===== config.mk =====
export PLATFORM = sky130hd
export DESIGN_NAME = alu_seq_nbit
export DESIGN_NICKNAME = d
export VERILOG_FILES = /design/src/rtl/alu_seq_nbit.sv
export SDC_FILE = /design/constraint.sdc
export NUM_CORES = 1
export LEC_CHECK = 0
export BUFFER_PORTS_ARGS = -buffer_cell sky130_fd_sc_hd__buf_2
export CORE_MARGIN = 4
export CORE_UTILIZATION = 25
export CTS_CLUSTER_SIZE = 25
export DETAILED_ROUTE_END_ITERATION = 10
export GPL_ROUTABILITY_DRIVEN = 1
export PLACE_DENSITY_LB_ADDON = 0.25
export SYNTH_ARGS = -nofsm -noshare
export SYNTH_HDL_FRONTEND = slang
export SYNTH_SLANG_ARGS = --single-unit

===== constraint.sdc =====
create_clock -name clk -period 3.2 [get_ports clk]
set_input_delay 0.64 -clock clk [delete_from_list [all_inputs] [get_ports clk]]
set_output_delay 0.64 -clock clk [all_outputs]
set_load 0.1 [all_outputs]

===== src/rtl/alu_seq_nbit.sv =====
`default_nettype none
// ============================================================================
// Module   : alu_seq_nbit
// Purpose  : Parametrised registered ALU (AND/OR/ADD/SUB/XOR/SHL/SHR/MUL)
//            with C/Z/N/V flags and valid/ready handshakes on both sides.
//            Multiply is an iterative shift-add, one multiplier bit per cycle.
// Revision : 1.0 - initial release
// ============================================================================
module alu_seq_nbit #(
  parameter int WIDTH  = 16,
  parameter int MUL_EN = 1,
  parameter int SHW    = $clog2(WIDTH)
) (
  input  logic             clk,
  input  logic             rst,
  input  logic             in_valid,
  output logic             in_ready,
  input  logic [2:0]       op,
  input  logic [WIDTH-1:0] a,
  input  logic [WIDTH-1:0] b,
  output logic             out_valid,
  input  logic             out_ready,
  output logic [WIDTH-1:0] result,
  output logic             flag_c,
  output logic             flag_z,
  output logic             flag_n,
  output logic             flag_v
);

  localparam logic [2:0] c_op_and = 3'b000;
  localparam logic [2:0] c_op_or  = 3'b001;
  localparam logic [2:0] c_op_add = 3'b010;
  localparam logic [2:0] c_op_sub = 3'b011;
  localparam logic [2:0] c_op_xor = 3'b100;
  localparam logic [2:0] c_op_shl = 3'b101;
  localparam logic [2:0] c_op_shr = 3'b110;
  localparam logic [2:0] c_op_mul = 3'b111;
  localparam bit         c_mul_en = (MUL_EN != 0);

  typedef enum logic [1:0] {
    S_IDLE = 2'd0,
    S_MUL  = 2'd1,
    S_DONE = 2'd2
  } state_t;

  state_t             r_state;
  logic [WIDTH-1:0]   r_result;
  logic               r_c, r_z, r_n, r_v;
  logic               r_in_ready, r_out_valid;

  logic               w_accept;
  logic [SHW-1:0]     w_shamt;
  logic [WIDTH:0]     w_add, w_sub, w_shl, w_shr;
  logic [WIDTH-1:0]   w_res;
  logic               w_c, w_v;
  logic [2*WIDTH-1:0] w_mul_acc_next;
  logic               w_mul_last;

  assign w_accept = in_valid & r_in_ready;
  assign w_shamt  = b[SHW-1:0];

  // Extra bit on each side of the shifters captures the last bit shifted out;
  // with a zero shift amount that bit is the padding zero, giving C=0.
  assign w_add = {1'b0, a} + {1'b0, b};
  assign w_sub = {1'b0, a} + {1'b0, ~b} + {{WIDTH{1'b0}}, 1'b1};
  assign w_shl = {1'b0, a} << w_shamt;
  assign w_shr = {a, 1'b0} >> w_shamt;

  // Single-cycle result, carry and overflow selected by opcode
  always_comb begin
    w_res = '0;
    w_c   = 1'b0;
    w_v   = 1'b0;
    case (op)
      c_op_and: w_res = a & b;
      c_op_or:  w_res = a | b;
      c_op_xor: w_res = a ^ b;
      c_op_add: begin
        w_res = w_add[WIDTH-1:0];
        w_c   = w_add[WIDTH];
        w_v   = (a[WIDTH-1] ~^ b[WIDTH-1]) & (w_add[WIDTH-1] ^ a[WIDTH-1]);
      end
      c_op_sub: begin
        w_res = w_sub[WIDTH-1:0];
        w_c   = w_sub[WIDTH];
        w_v   = (a[WIDTH-1] ~^ ~b[WIDTH-1]) & (w_sub[WIDTH-1] ^ a[WIDTH-1]);
      end
      c_op_shl: begin
        w_res = w_shl[WIDTH-1:0];
        w_c   = w_shl[WIDTH];
      end
      c_op_shr: begin
        w_res = w_shr[WIDTH:1];
        w_c   = w_shr[0];
      end
      default: begin
        // Multiply without the multiplier yields zero in one cycle
        w_res = '0;
      end
    endcase
  end

  generate
    if (c_mul_en) begin : g_mul
      localparam logic [SHW-1:0] c_last = SHW'(WIDTH - 1);
      logic [2*WIDTH-1:0] r_acc;
      logic [2*WIDTH-1:0] r_mcand;
      logic [WIDTH-1:0]   r_mplier;
      logic [SHW-1:0]     r_count;
      logic               w_start;
      logic               w_step;

      assign w_start        = w_accept && (r_state == S_IDLE) && (op == c_op_mul);
      assign w_step         = (r_state == S_MUL);
      assign w_mul_acc_next = r_acc + (r_mplier[0] ? r_mcand : '0);
      assign w_mul_last     = (r_count == c_last);

      // Shift-add: multiplicand walks left, multiplier walks right, so bit
      // "count" of the original multiplier is always at r_mplier[0]
      always_ff @(posedge clk or posedge rst) begin
        if (rst) begin
          r_acc    <= '0;
          r_mcand  <= '0;
          r_mplier <= '0;
          r_count  <= '0;
        end else if (w_start) begin
          r_acc    <= '0;
          r_mcand  <= {{WIDTH{1'b0}}, a};
          r_mplier <= b;
          r_count  <= '0;
        end else if (w_step) begin
          r_acc    <= w_mul_acc_next;
          r_mcand  <= r_mcand << 1;
          r_mplier <= r_mplier >> 1;
          r_count  <= r_count + SHW'(1);
        end
      end
    end else begin : g_no_mul
      assign w_mul_acc_next = '0;
      assign w_mul_last     = 1'b0;
    end
  endgenerate

  // Control FSM; handshake outputs and result/flags are all registered
  always_ff @(posedge clk or posedge rst) begin
    if (rst) begin
      r_state     <= S_IDLE;
      r_result    <= '0;
      r_c         <= 1'b0;
      r_z         <= 1'b0;
      r_n         <= 1'b0;
      r_v         <= 1'b0;
      r_in_ready  <= 1'b0;
      r_out_valid <= 1'b0;
    end else begin
      case (r_state)
        S_IDLE: begin
          r_in_ready <= 1'b1;
          if (w_accept) begin
            r_in_ready <= 1'b0;
            if (c_mul_en && (op == c_op_mul)) begin
              r_state <= S_MUL;
            end else begin
              r_state     <= S_DONE;
              r_result    <= w_res;
              r_c         <= w_c;
              r_z         <= (w_res == '0);
              r_n         <= w_res[WIDTH-1];
              r_v         <= w_v;
              r_out_valid <= 1'b1;
            end
          end
        end
        S_MUL: begin
          if (w_mul_last) begin
            r_state     <= S_DONE;
            r_result    <= w_mul_acc_next[WIDTH-1:0];
            r_c         <= |w_mul_acc_next[2*WIDTH-1:WIDTH];
            r_z         <= (w_mul_acc_next[WIDTH-1:0] == '0);
            r_n         <= w_mul_acc_next[WIDTH-1];
            r_v         <= 1'b0;
            r_out_valid <= 1'b1;
          end
        end
        S_DONE: begin
          if (out_ready) begin
            r_state     <= S_IDLE;
            r_out_valid <= 1'b0;
            r_in_ready  <= 1'b1;
          end
        end
        default: begin
          r_state     <= S_IDLE;
          r_in_ready  <= 1'b0;
          r_out_valid <= 1'b0;
        end
      endcase
    end
  end

  assign in_ready  = r_in_ready;
  assign out_valid = r_out_valid;
  assign result    = r_result;
  assign flag_c    = r_c;
  assign flag_z    = r_z;
  assign flag_n    = r_n;
  assign flag_v    = r_v;

endmodule
`default_nettype wire


==> results_dict.tcl <==
set metrics [dict create \
    h-tree-depth 3 \
    die_h_um 209 \
    n_antenna_cell 0 \
    path_buf_inv 0 \
    cts.clk_slew.worst_paths_ns 0.09 \
    cp_cell_sequence "and2_4 > ha_4 > fa_2 > a211oi_2 > o21ai_2 > o211ai_2 > a311o_2 > a21oi_2 > o41a_1 > xnor2_2 > nand4_1 > nor4_2 > o221ai_1" \
    cts_tree "yes" \
    violations "negative setup slack" \
    setup_tns_ns -0.325 \
    cts-root-buf "clkbuf_16" \
    cp-end-kind "flop" \
    start_kind "flop" \
    initial_utilization_pct 25.3 \
    critical_path_class "flop to flop" \
    p_per_area_nw_per_um2 644 \
    cts_max_path_buffers 2 \
    maxCapViolCount 0 \
    worst_slack_ns -0.190 \
    yosys_warnings 0 \
    final-hold-violation-count 0 \
    syn_inst 1245 \
    routed-via-count 10300 \
    drc_errors 0 \
    drive_gt1_share_pct 29.1 \
    hpwl_mm 31.1 \
    coreArea_um2 39800 \
    dpl-instance-area_um2 12800 \
    min_path_type "input port to asynchronous set/reset pin" \
    synth.distinct_cells 82 \
    synth_edf_count 0 \
    crit_arrival_ns 3.63 \
    design_area_um2 13400 \
    ir_drop_mv 0.360 \
    seq_area_frac_synth_pct 26.6 \
    drt-total-wl_mm 39.5 \
    rrSetupSlack_ns -0.19 \
    ys.flop_type "dfrtp_1" \
    slew_viol_final 0 \
    placementRows 73 \
    cpPeakStageDelay_ns 0.44 \
    cp_max_fo 3 \
    status "finished, violations left" \
    p_leak_nw 6.41 \
    relSlewSlack_pct 44.1 \
    tightest_slew_ns 0.837 \
    ios 61 \
    ant_nets 0 \
    drtIter0Drc 633 \
    syn_to_final_growth_pct 33.2 \
    synth.net_count 1369 \
    fin_skew_ns 0.0125 \
    setup_viol 2 \
    synth_seq_cells 107 \
    grt_pass1_wl_mm 61.3 \
    clkSinkCount 107 \
    critPathRequiredTime_ns 3.44 \
    netlist_area_um2 10100 \
    vias_per_cell 5.06 \
    layout_min_cycle_time_ns 3.39 \
    finalCritPeriodShare_pct 106 \
    routedWlPerCell_um 19.5 \
    max_freq_mhz 295 \
    antenna_found_initial 1 \
    die_area_um2 43600 \
    rsz0062_at_grt "yes" \
    die_w_um 209 \
    crit_family "compound AO/OA/AOI/OAI gates" \
    clk_latency_ns 0.37 \
    grt_usage_pct 17.8 \
    slowest_stage "o41a_1" \
    avgSynthCellArea_um2 8.09 \
    grt_pass1_vias 10500 \
    grt_max_degree 73 \
    grt.overflow.total 0 \
    async_flop_share_pct 100 \
    drtPass1Iterations 5 \
    cts_buffers 9 \
    nets 1625 \
    gp_congestion 0.952 \
    portBuffers 60 \
    final_util_pct 33.7 \
]
[per-stage QoR]
| stage | total power [mW] | hold slack (ns) | instances | worst slack (ns) |
|---|---|---|---|---|
| final | 8.63 | 0.411 | 2031 | -0.190 |
| after CTS | 8.59 | 0.428 | 2031 | -0.193 |
| after detailed placement | 7.30 | 0.463 | 2014 | -0.594 |
| after global routing | 9.24 | 0.461 | 2031 | -0.367 |
| after floorplan | 5.35 | 0.446 | 1245 | -0.228 |
| after global placement | 7.28 | 0.458 | 2014 | -0.584 |
[worst reg2reg max path, delay by kind of cell (launching register included)]
kind / cells / cell delay, ns
AND/OR/NAND/NOR: 3 / 0.64
adder cells (fa/ha/maj): 2 / 0.54
AO/OA/AOI/OAI: 7 / 1.51
flip-flops: 1 / 0.41
XOR/XNOR: 1 / 0.17
[Yosys cell counts, drive strengths merged (8+ instances only)]
cell type	instances	share of area, %
a211oi	21	1.7
a21o	24	1.8
a21oi	95	4.8
a221oi	9	0.91
a22o	9	0.78
a22oi	36	2.7
a31oi	14	0.93
and2	38	2.4
buf	26	1.5
clkbuf	60	2.2
dfrtp	107	27
ha	82	10
inv	64	2.4
mux2i	39	3.9
mux4	14	3.1
nand2	170	6.3
nand2b	9	0.63
nand3	17	0.84
nand4	18	1.1
nor2	99	3.7
nor2b	10	0.62
nor3	29	1.6
nor4	11	0.68
o211ai	16	1.3
o21a	11	0.82
o21ai	61	3.1
o21bai	8	0.60
o22a	11	0.96
o22ai	15	0.93
xnor2	20	1.7
xor2	20	1.7
[power breakdown]
group	switching (mW)	internal [mW]	total (mW)	leakage [nW]
Clock	0.590	0.639	1.23	0.155
Sequential	0.421	1.90	2.33	1.38
Combinational	3.13	1.95	5.08	4.88
Total	4.14	4.49	8.63	6.41
[what timing repair did]
action	in CTS	in global routing
setup buffers	1	0
gates cloned	0	0
hold buffers	0	0
resized for setup	5	46
pin swaps	3	17
endpoints found under the setup margin	4	10
[per-layer routing]
| layer | GRT usage, % | wire length (µm) |
|---|---|---|
| met3 | 3.02 | 1880 |
| met5 | 0 | 0 |
| met2 | 29.9 | 18900 |
| met4 | 5.06 | 1060 |
| met1 | 23.6 | 17600 |
[cell families (layout without fill, tap and decap cells)]
| group | Yosys count | count (layout) | share of synthesized area (%) |
|---|---|---|---|
| DFF | 107 | 107 | 26.6 |
| xor gates and xnor gates | 40 | 40 | 3.48 |
| buffers and inverters | 151 | 412 | 6.20 |
| muxes | 59 | 59 | 7.68 |
| adders and majority gates | 85 | 85 | 10.8 |
| AOI/OAI and AO/OA | 377 | 377 | 25.6 |
| and+or+nand+nor | 426 | 426 | 19.7 |
[registers in the layout, indices dropped and copies added, names as in the netlist]
| register | count |
|---|---|
| g_mul.r_mcand | 32 |
| flag_c | 1 |
| flag_v | 1 |
| flag_z | 1 |
| g_mul.r_mplier | 16 |
| r_state | 2 |
| in_ready | 1 |
| result | 16 |
| out_valid | 1 |
| g_mul.r_acc | 32 |
| g_mul.r_count | 4 |
[path summary, 6_finish.rpt]
kind	start	end	depth (start not counted)
setup / recovery	g_mul.r_mcand[0]	flag_c	13
hold / removal	rst	g_mul.r_acc[13]	2
setup reg to reg	g_mul.r_mcand[0]	flag_c	13
hold reg to reg	out_valid	out_valid	1
max in group asynchronous	rst	g_mul.r_mplier[7]	3
min in group clk	out_valid	out_valid	1
[placed cells by master (no fill, tap or decap), drive strengths merged, types with 21 or more instances in the layout]
cell	instances
o21ai	61
a22oi	36
a21oi	95
ha	82
nor3	29
a211oi	21
nand2	170
dfrtp	107
inv	64
nor2	99
and2	38
mux2i	39
a21o	24
buf	331
[cell type report]
| type | count | area (µm²) |
|---|---|---|
| Clock buffer | 10 | 239 |
| Fill cell | 4296 | 26400 |
| Multi-Input combinational cell | 987 | 7060 |
| Timing Repair Buffer | 331 | 2460 |
| Clock inverter | 6 | 72.6 |
| Tap cell | 525 | 657 |
| Inverter | 65 | 253 |
| Sequential cell | 107 | 2680 |
Note: power is estimated with default switching activity, not from simulation.
